File: src/rtl/riscv_dx_stage_mdu.sv
// rtl/riscv_dx_stage_mdu.sv - RISC-V decode/execute register, operand forwarding and iterative RV32M unit
// Define RISCV_DX_MDU_DIV_EN to add restoring division for funct3 1xx.
module riscv_dx_stage_mdu #(
  parameter int XLEN = 32,
  parameter int NUM_FWD = 2,
  parameter logic [XLEN-1:0] RESET_PC = 'h2000
) (
  input  logic                    clk,
  input  logic                    rst_n,
  input  logic                    f_valid,
  input  logic [31:0]             f_inst,
  input  logic [XLEN-1:0]         f_pc,
  output logic                    f_ready,
  input  logic                    flush,
  input  logic [XLEN-1:0]         rf_rs1_data,
  input  logic [XLEN-1:0]         rf_rs2_data,
  input  logic [NUM_FWD-1:0]      fwd_valid,
  input  logic [5*NUM_FWD-1:0]    fwd_rd,
  input  logic [XLEN*NUM_FWD-1:0] fwd_data,
  output logic                    dx_valid,
  output logic [31:0]             dx_inst,
  output logic [XLEN-1:0]         dx_pc,
  output logic [4:0]              dx_ra,
  output logic [4:0]              dx_rb,
  output logic [XLEN-1:0]         dx_rs1_fwd,
  output logic [XLEN-1:0]         dx_rs2_fwd,
  output logic                    dx_is_md,
  output logic                    dx_md_busy,
  output logic [XLEN-1:0]         dx_md_result,
  output logic                    dx_md_illegal,
  output logic                    dx_out_valid,
  input  logic                    x_ready
);

  localparam int CW = $clog2(XLEN);

  typedef enum logic [1:0] {S_IDLE, S_BUSY, S_DONE} state_t;

  state_t            state;
  logic [CW-1:0]     cnt;
  logic [2*XLEN-1:0] prod;
  logic [XLEN-1:0]   mcand;
  logic [2:0]        f3_q;
  logic              a_neg_q;
  logic              b_neg_q;

  logic [2:0]        f3_in;
  logic              a_sgn_in, b_sgn_in, a_neg_in, b_neg_in;
  logic [XLEN-1:0]   a_mag_in, b_mag_in;
  logic [XLEN:0]     mul_sum;
  logic [2*XLEN-1:0] mul_next, mul_fin, step_next;
  logic [XLEN-1:0]   mul_res, fin_result;

  assign dx_ra        = dx_inst[19:15];
  assign dx_rb        = dx_inst[24:20];
  assign dx_is_md     = (dx_inst[6:0] == 7'b0110011) && (dx_inst[31:25] == 7'b0000001);
  assign dx_md_busy   = (state == S_BUSY);
  assign dx_out_valid = dx_valid && (!dx_is_md || state == S_DONE);
  assign f_ready      = !dx_valid || (dx_out_valid && x_ready);

  // Walk sources oldest to youngest so the lowest matching index wins.
  always_comb begin
    dx_rs1_fwd = rf_rs1_data;
    dx_rs2_fwd = rf_rs2_data;
    for (int i = NUM_FWD - 1; i >= 0; i--) begin
      if (fwd_valid[i] && fwd_rd[5*i +: 5] == dx_ra) dx_rs1_fwd = fwd_data[XLEN*i +: XLEN];
      if (fwd_valid[i] && fwd_rd[5*i +: 5] == dx_rb) dx_rs2_fwd = fwd_data[XLEN*i +: XLEN];
    end
    if (dx_ra == 5'd0) dx_rs1_fwd = '0;
    if (dx_rb == 5'd0) dx_rs2_fwd = '0;
  end

  always_comb begin
    f3_in    = dx_inst[14:12];
    a_sgn_in = f3_in[2] ? !f3_in[0] : (f3_in[1:0] == 2'b01 || f3_in[1:0] == 2'b10);
    b_sgn_in = f3_in[2] ? !f3_in[0] : (f3_in[1:0] == 2'b01);
    a_neg_in = a_sgn_in && dx_rs1_fwd[XLEN-1];
    b_neg_in = b_sgn_in && dx_rs2_fwd[XLEN-1];
    a_mag_in = a_neg_in ? -dx_rs1_fwd : dx_rs1_fwd;
    b_mag_in = b_neg_in ? -dx_rs2_fwd : dx_rs2_fwd;
  end

`ifdef RISCV_DX_MDU_DIV_EN
  logic [XLEN-1:0]   op_a;
  logic              bzero_q;
  logic [XLEN:0]     div_tmp, div_diff;
  logic [2*XLEN-1:0] div_next;
  logic [XLEN-1:0]   div_q, div_r, div_res;
`endif

  // prod holds {accumulator, multiplier} for multiply and {remainder, quotient} for divide.
  always_comb begin
    mul_sum  = {1'b0, prod[2*XLEN-1:XLEN]} + (prod[0] ? {1'b0, mcand} : '0);
    mul_next = {mul_sum, prod[XLEN-1:1]};
    mul_fin  = (a_neg_q ^ b_neg_q) ? -mul_next : mul_next;
    mul_res  = (f3_q[1:0] == 2'b00) ? mul_fin[XLEN-1:0] : mul_fin[2*XLEN-1:XLEN];
`ifdef RISCV_DX_MDU_DIV_EN
    div_tmp  = {prod[2*XLEN-1:XLEN], prod[XLEN-1]};
    div_diff = div_tmp - {1'b0, mcand};
    div_next = div_diff[XLEN] ? {div_tmp[XLEN-1:0], prod[XLEN-2:0], 1'b0}
                              : {div_diff[XLEN-1:0], prod[XLEN-2:0], 1'b1};
    div_q    = div_next[XLEN-1:0];
    div_r    = div_next[2*XLEN-1:XLEN];
    if (bzero_q) begin
      div_q = '1;
      div_r = op_a;
    end else begin
      if (a_neg_q ^ b_neg_q) div_q = -div_q;
      if (a_neg_q) div_r = -div_r;
    end
    div_res    = f3_q[1] ? div_r : div_q;
    step_next  = f3_q[2] ? div_next : mul_next;
    fin_result = f3_q[2] ? div_res : mul_res;
`else
    step_next  = mul_next;
    fin_result = f3_q[2] ? '0 : mul_res;
`endif
  end

  always_ff @(posedge clk or negedge rst_n) begin
    if (!rst_n) begin
      dx_valid <= 1'b0;
      dx_inst  <= '0;
      dx_pc    <= RESET_PC;
    end else if (flush) begin
      dx_valid <= 1'b0;
    end else if (f_ready) begin
      dx_valid <= f_valid;
      if (f_valid) begin
        dx_inst <= f_inst;
        dx_pc   <= f_pc;
      end
    end
  end

  always_ff @(posedge clk or negedge rst_n) begin
    if (!rst_n) begin
      state         <= S_IDLE;
      cnt           <= '0;
      prod          <= '0;
      mcand         <= '0;
      f3_q          <= '0;
      a_neg_q       <= 1'b0;
      b_neg_q       <= 1'b0;
      dx_md_result  <= '0;
      dx_md_illegal <= 1'b0;
`ifdef RISCV_DX_MDU_DIV_EN
      op_a          <= '0;
      bzero_q       <= 1'b0;
`endif
    end else if (flush) begin
      state         <= S_IDLE;
      cnt           <= '0;
      dx_md_illegal <= 1'b0;
    end else begin
      case (state)
        S_IDLE: begin
          if (dx_valid && dx_is_md) begin
`ifndef RISCV_DX_MDU_DIV_EN
            if (f3_in[2]) begin
              state         <= S_DONE;
              dx_md_result  <= '0;
              dx_md_illegal <= 1'b1;
            end else
`endif
            begin
              state   <= S_BUSY;
              cnt     <= '0;
              prod    <= {{XLEN{1'b0}}, a_mag_in};
              mcand   <= b_mag_in;
              f3_q    <= f3_in;
              a_neg_q <= a_neg_in;
              b_neg_q <= b_neg_in;
`ifdef RISCV_DX_MDU_DIV_EN
              op_a    <= dx_rs1_fwd;
              bzero_q <= (dx_rs2_fwd == '0);
`endif
            end
          end
        end
        S_BUSY: begin
          prod <= step_next;
          if (cnt == CW'(XLEN - 1)) begin
            state        <= S_DONE;
            cnt          <= '0;
            dx_md_result <= fin_result;
          end else begin
            cnt <= cnt + 1'b1;
          end
        end
        S_DONE: begin
          if (x_ready) begin
            state         <= S_IDLE;
            dx_md_illegal <= 1'b0;
          end
        end
        default: state <= S_IDLE;
      endcase
    end
  end

endmodule

File: config.mk
export PLATFORM = sky130hd
export DESIGN_NAME = riscv_dx_stage_mdu
export DESIGN_NICKNAME = d
export VERILOG_FILES = /design/src/rtl/riscv_dx_stage_mdu.sv
export SDC_FILE = /design/constraint.sdc
export NUM_CORES = 1
export LEC_CHECK = 0
export CAP_MARGIN = 20
export CORE_ASPECT_RATIO = 0.6
export CORE_MARGIN = 2
export CORE_UTILIZATION = 35
export CTS_CLUSTER_DIAMETER = 30
export DETAILED_ROUTE_END_ITERATION = 10
export PLACE_DENSITY = 0.7
export SKIP_CTS_REPAIR_TIMING = 1
export SYNTH_ARGS = -nofsm -noshare
export SYNTH_HDL_FRONTEND = slang
export SYNTH_SLANG_ARGS = --single-unit
File: constraint.sdc
create_clock -name clk -period 5.8 [get_ports clk]
set_input_delay 1.16 -clock clk [delete_from_list [all_inputs] [get_ports clk]]
set_output_delay 1.16 -clock clk [all_outputs]
set_load 0.01 [all_outputs]
## Word-level counts from Yosys, hierarchy flattened

Index checks and enable logic that the tools add are counted.

- Memories kept: 0
- Word-level logic and storage cells: 109
- Bits in registers: 205
- Latch bits: 0
- Bits in read-only memories: 0
- Bits in writable memories: 0
- Output and inout bits: 176

- Order comparisons: 0
- Shifts and indexed selects: 0
- Reduce and logical (&&, ||, !) cells: 31
- Multipliers: 0
- Divide/modulo/power cells: 0
- Eq/ne operators: 20
- Add/subtract/negate cells: 5
- Muxes and demuxes: 38
- Bitwise gates (word level): 3

Operators by type and width:

| cell | number |
|---|---|
| 2-to-1 mux 32 bit | 13 |
| 2-to-1 mux 64 bit | 3 |
| case mux 64 bit (2 select lines) | 1 |
| negator 32 bit | 2 |
| negator 64 bit | 1 |
| case mux 32 bit (2 select lines) | 1 |
| adder 32 x 32 -> 33 bit | 1 |
| equality test 5 bit | 4 |
| 2-to-1 mux 5 bit | 4 |
| inequality test 3 bit (second input constant) | 4 |
| AND reduction 4 bit | 3 |
| logical AND 1 bit | 10 |
| logical NOT 5 bit | 2 |
| 2-to-1 mux 2 bit | 5 |
| case mux 5 bit (2 select lines) | 1 |
| AND reduction 3 bit | 3 |
| 2-to-1 mux 1 bit | 8 |
| equality test 7 x 1 -> 1 bit (second input constant) | 1 |
| equality test 7 x 6 -> 1 bit (second input constant) | 1 |
| inequality test 2 bit (second input constant) | 3 |
| case mux 2 bit (3 select lines) | 1 |
| nonzero test 3 bit | 2 |
| adder 5 x 1 -> 5 bit (second input constant) | 1 |
| equality test 5 bit (second input constant) | 1 |
| other kinds (12) | 21 |

## Depth between registers and ports, before layout

- Depth in word-level cells: 10
- Mapped depth: 18
- Depth with buffers taken out: 13

## Least setup slack after synthesis

OpenSTA, ideal clock, no wires.

- Kind: in2out
- Start: input fwd_rd[0]
- End: output dx_rs2_fwd[14]
- Buffers on the path: 6
- Path slack: 1470 ps
- Data required time: 4640 ps
- Arrival time: 3170 ps
- Cell stages on the path: 10
- Path through: xnor2_1 > nand4_1 > or2_1 > buf_2 > buf_2 > buf_2 > buf_2 > buf_2 > buf_2 > a211oi_1

- Word-level cells in the longest chain between the ends: 4

RTL lines:

| item | RTL line | RTL |
|---|---|---|
| start, declared | 18 | `input logic [5*NUM_FWD-1:0] fwd_rd,` |
| equality test 5 bit | 67 | `if (fwd_valid[i] && fwd_rd[5*i +: 5] == dx_rb) dx_rs2_fwd = fwd_data[XLEN*i +: XLEN];` |
| logical AND 1 bit | 67 |  |
| 2-to-1 mux 32 bit | 67 |  |
| 2-to-1 mux 32 bit | 70 | `if (dx_rb == 5'd0) dx_rs2_fwd = '0;` |
| end, declared | 26 | `output logic [XLEN-1:0] dx_rs2_fwd,` |

Every way passes these cells.

## Worst setup path after layout

- Start: input fwd_rd[5]
- End: output dx_rs1_fwd[16]

- Word-level cells in the longest chain between the ends: 5

RTL lines:

| item | RTL line | RTL |
|---|---|---|
| equality test 5 bit | 66 | `if (fwd_valid[i] && fwd_rd[5*i +: 5] == dx_ra) dx_rs1_fwd = fwd_data[XLEN*i +: XLEN];` |
| logical AND 1 bit | 66 |  |
| 2-to-1 mux 32 bit (2 in a row) | 66 |  |
| 2-to-1 mux 32 bit | 69 | `if (dx_ra == 5'd0) dx_rs1_fwd = '0;` |
| end, declared | 25 | `output logic [XLEN-1:0] dx_rs1_fwd,` |

Every way passes these cells.

==> flow_summary.toml <==
[floorplanning]
io_pins = 385
coreArea_um2 = 43700
fp.dieW_um = 277
initial_core_util_pct = 35.8
die_y_um = 168
row_count = 59
dieArea_um2 = 46500

[synthesis]
synth-seq-cells = 205
synth_cell_type_count = 97
ys.flop_type = "dfrtp_1"
synth.most_common_cell = "dfrtp_1"
yosysWarnings = 0
synthesis.area_um2 = 15600
yosysTopAreaCell = "dfrtp_1"
postSynthNetCount = 2074
netlist_top_cells_area = "dfrtp_1, xnor2_1, mux2_2"
syn_area_per_cell_um2 = 8.57
synth_edf_count = 0
synth_top_area_share_pct = 32.6
async_reset_ff_share_pct = 100
synthCells = 1826
synth_seq_area_share_pct = 32.8
synth_common_cells = "dfrtp_1, nand2_1, nor2_1"

[route]
drc = 0
ant_nets = 0
routed_wl_mm = 70.9
drt_first_pass_iters = 5
avgViaCountPerCell = 5.77
drtIter0Drc = 1767
post_drt_wl_per_cell_um = 25.4
vias = 16083

[outcome]
outcome = "completed"

[power_and_ir_drop]
leakage_nw = 8.80
ir_drop_mv = 0.175
cellPowerDensity_nw_per_um2 = 251

[sta]
min_period_ps = 5390
setup_violations = 0
period_share_pct = 92.9
finClkSkew_ps = 22.5
fmax_mhz = 186
fin_hold_ws_ps = 477
maxSlewViolCount = 0
fin_tns_setup_ps = 0
rsz0062_at_grt = "false"
final_hold_viol_count = 0
tightest_slew_ps = 934
slew_headroom_pct = 37.6

[final_layout]
postLayoutCoreUtil_pct = 49.1
final_layout_size_suffix_gt1_share_pct = 11.2
regArea_um2 = 5130
multiInputGateArea_um2 = 9780
syn2layout_area_growth_pct = 37.2
fill_cells = 4169
nNetsFinal = 2426

[grt]
antenna_found_initial = 2
use_met3_pct = 7.38
grt_busiest_layer = "met2"
grt.overflow.total = 0
track_usage_pct = 29.8
use_met1_pct = 43.6
grt_pass1_wl_mm = 104
grt_pass1_vias = 15484
grt_use_met2_pct = 44.4
grt_max_degree = 108

[hold_path]
whs_path_depth = 2
whs_endpoint = "dx_md_result[21]"
hold_path_startpoint = "dx_md_result[21]"
hold_path.class = "reg2reg"

[job]
drv_cap = 0

[setup_path]
reg2regPathDepth = 12
critPathArrivalTime_ps = 4230
critPathCaptureType = "primary output"
criticalPathCategory = "in2out"
rr_startpoint = "prod[0]"
cp.required_ps = 4640
r2r_end = "dx_md_result[17]"
worst_setup_path_start_kind = "primary input"
reg2reg_slack_ps = 600
worst-path-max-fanout = 14

[clock_tree]
numCtsBuffers = 39
clk_pin_slew_ps = 50
cts_tree = "built"
clk_latency_ps = 560
cts.sinks = 205
htreeDepth = 2
cts_root_buf = "clkbuf_16"
ctsLongestPathBuffers = 3

[placed_design]
numPortBuffers = 384
dp_hpwl_mm = 57.3
gp_congestion = 1.01
## layout by cell type, fill, tap and decap left out, types with 7 or more instances in the layout
cell type and n:
a211o_1 22, a211oi_1 30, a21o_1 9, a21oi_1 105, a22o_1 23, a311o_1 11, a31oi_1 35, and2_1 48
and3_1 13, buf_4 46, clkbuf_16 39, clkdlybuf4s50_1 383, dfrtp_1 204, ha_1 38, inv_1 50, mux2_2 70
mux2i_1 63, nand2_1 187, nand3_1 36, nand4_1 15, nor2_1 152, nor3_1 34, nor4_1 11, o211ai_1 16
o21ai_0 129, o21ai_1 48, o221ai_1 12, o22ai_1 8, o31ai_1 17, or2_2 7, or3_1 15, or4_1 9
xnor2_1 100, xor2_1 49
## logic make-up after synthesis
| family | Yosys count | share of synthesized area (%) |
|---|---|---|
| AND/OR/NAND/NOR | 587 | 18.9 |
| buffers and inverters | 174 | 4.99 |
| flip-flops | 205 | 32.8 |
| AO/OA/AOI/OAI | 534 | 22.3 |
| adder cells (fa/ha/maj) | 39 | 3.17 |
| XOR/XNOR | 153 | 8.66 |
| multiplexers | 134 | 9.14 |
## critical path, cell delays in order
cell and delay [ps]:
clkdlybuf4s50_1 510, xnor2_1 150, nand2_1 290, nor2_8 370, buf_4 260, mux2i_1 90
a211oi_1 680, clkdlybuf4s50_1 700
## power by group
part	switching (mW)	internal (mW)	total (mW)
sequential	0.0959	1.52	1.61
combinational	0.713	0.691	1.40
clock	0.887	1.49	2.37
total	1.70	3.70	5.39
## worst max path at each step
| stage | endpoint | depth (start not counted) | slack, ps | startpoint |
|---|---|---|---|---|
| CTS | dx_rs1_fwd[16] | 8 | 420 | fwd_rd[5] |
| floorplan | dx_rs2_fwd[14] | 10 | 1470 | fwd_rd[0] |
| global placement | dx_rs1_fwd[16] | 8 | 420 | fwd_rd[5] |
| global route | dx_rs1_fwd[16] | 8 | 300 | fwd_rd[5] |
| detailed placement | dx_rs1_fwd[16] | 8 | 440 | fwd_rd[5] |
| finish | dx_rs1_fwd[16] | 8 | 410 | fwd_rd[5] |
## area by class of cell
type | instances | share of cell area [%]
multi-input combinational | 1447 | 45.6
sequential | 205 | 23.9
timing repair buffer | 434 | 19.9
clock buffer | 46 | 4.81
tap | 579 | 3.38
clock inverter | 25 | 1.55
inverter | 51 | 0.892
antenna | 2 | 0.0233
## routing by layer
metal | share of wire (%) | wire length (µm)
met5 | 0.17 | 122
met4 | 1.7 | 1210
met3 | 9.1 | 6440
met2 | 43 | 30400
met1 | 46 | 32700
## flip-flops by register name, summed over array words and instances (netlist names), 2 cells and up
| name | count |
|---|---|
| dx_md_result | 32 |
| f3_q | 2 |
| prod | 64 |
| dx_inst | 32 |
| dx_pc | 32 |
| cnt | 5 |
| mcand | 32 |
| state | 2 |
## metrics by stage
step	power (mW)	cell area [µm²]	std cells	setup slack, ps
after floorplan	2.27	15600	1826	1470
after global placement	3.01	20100	2715	423
after detailed placement	3.02	20100	2715	439
after CTS	5.42	21400	2786	418
after global routing	5.60	21500	2789	300
final	5.39	21500	2789	414
Power figures use the tool's default switching activity.
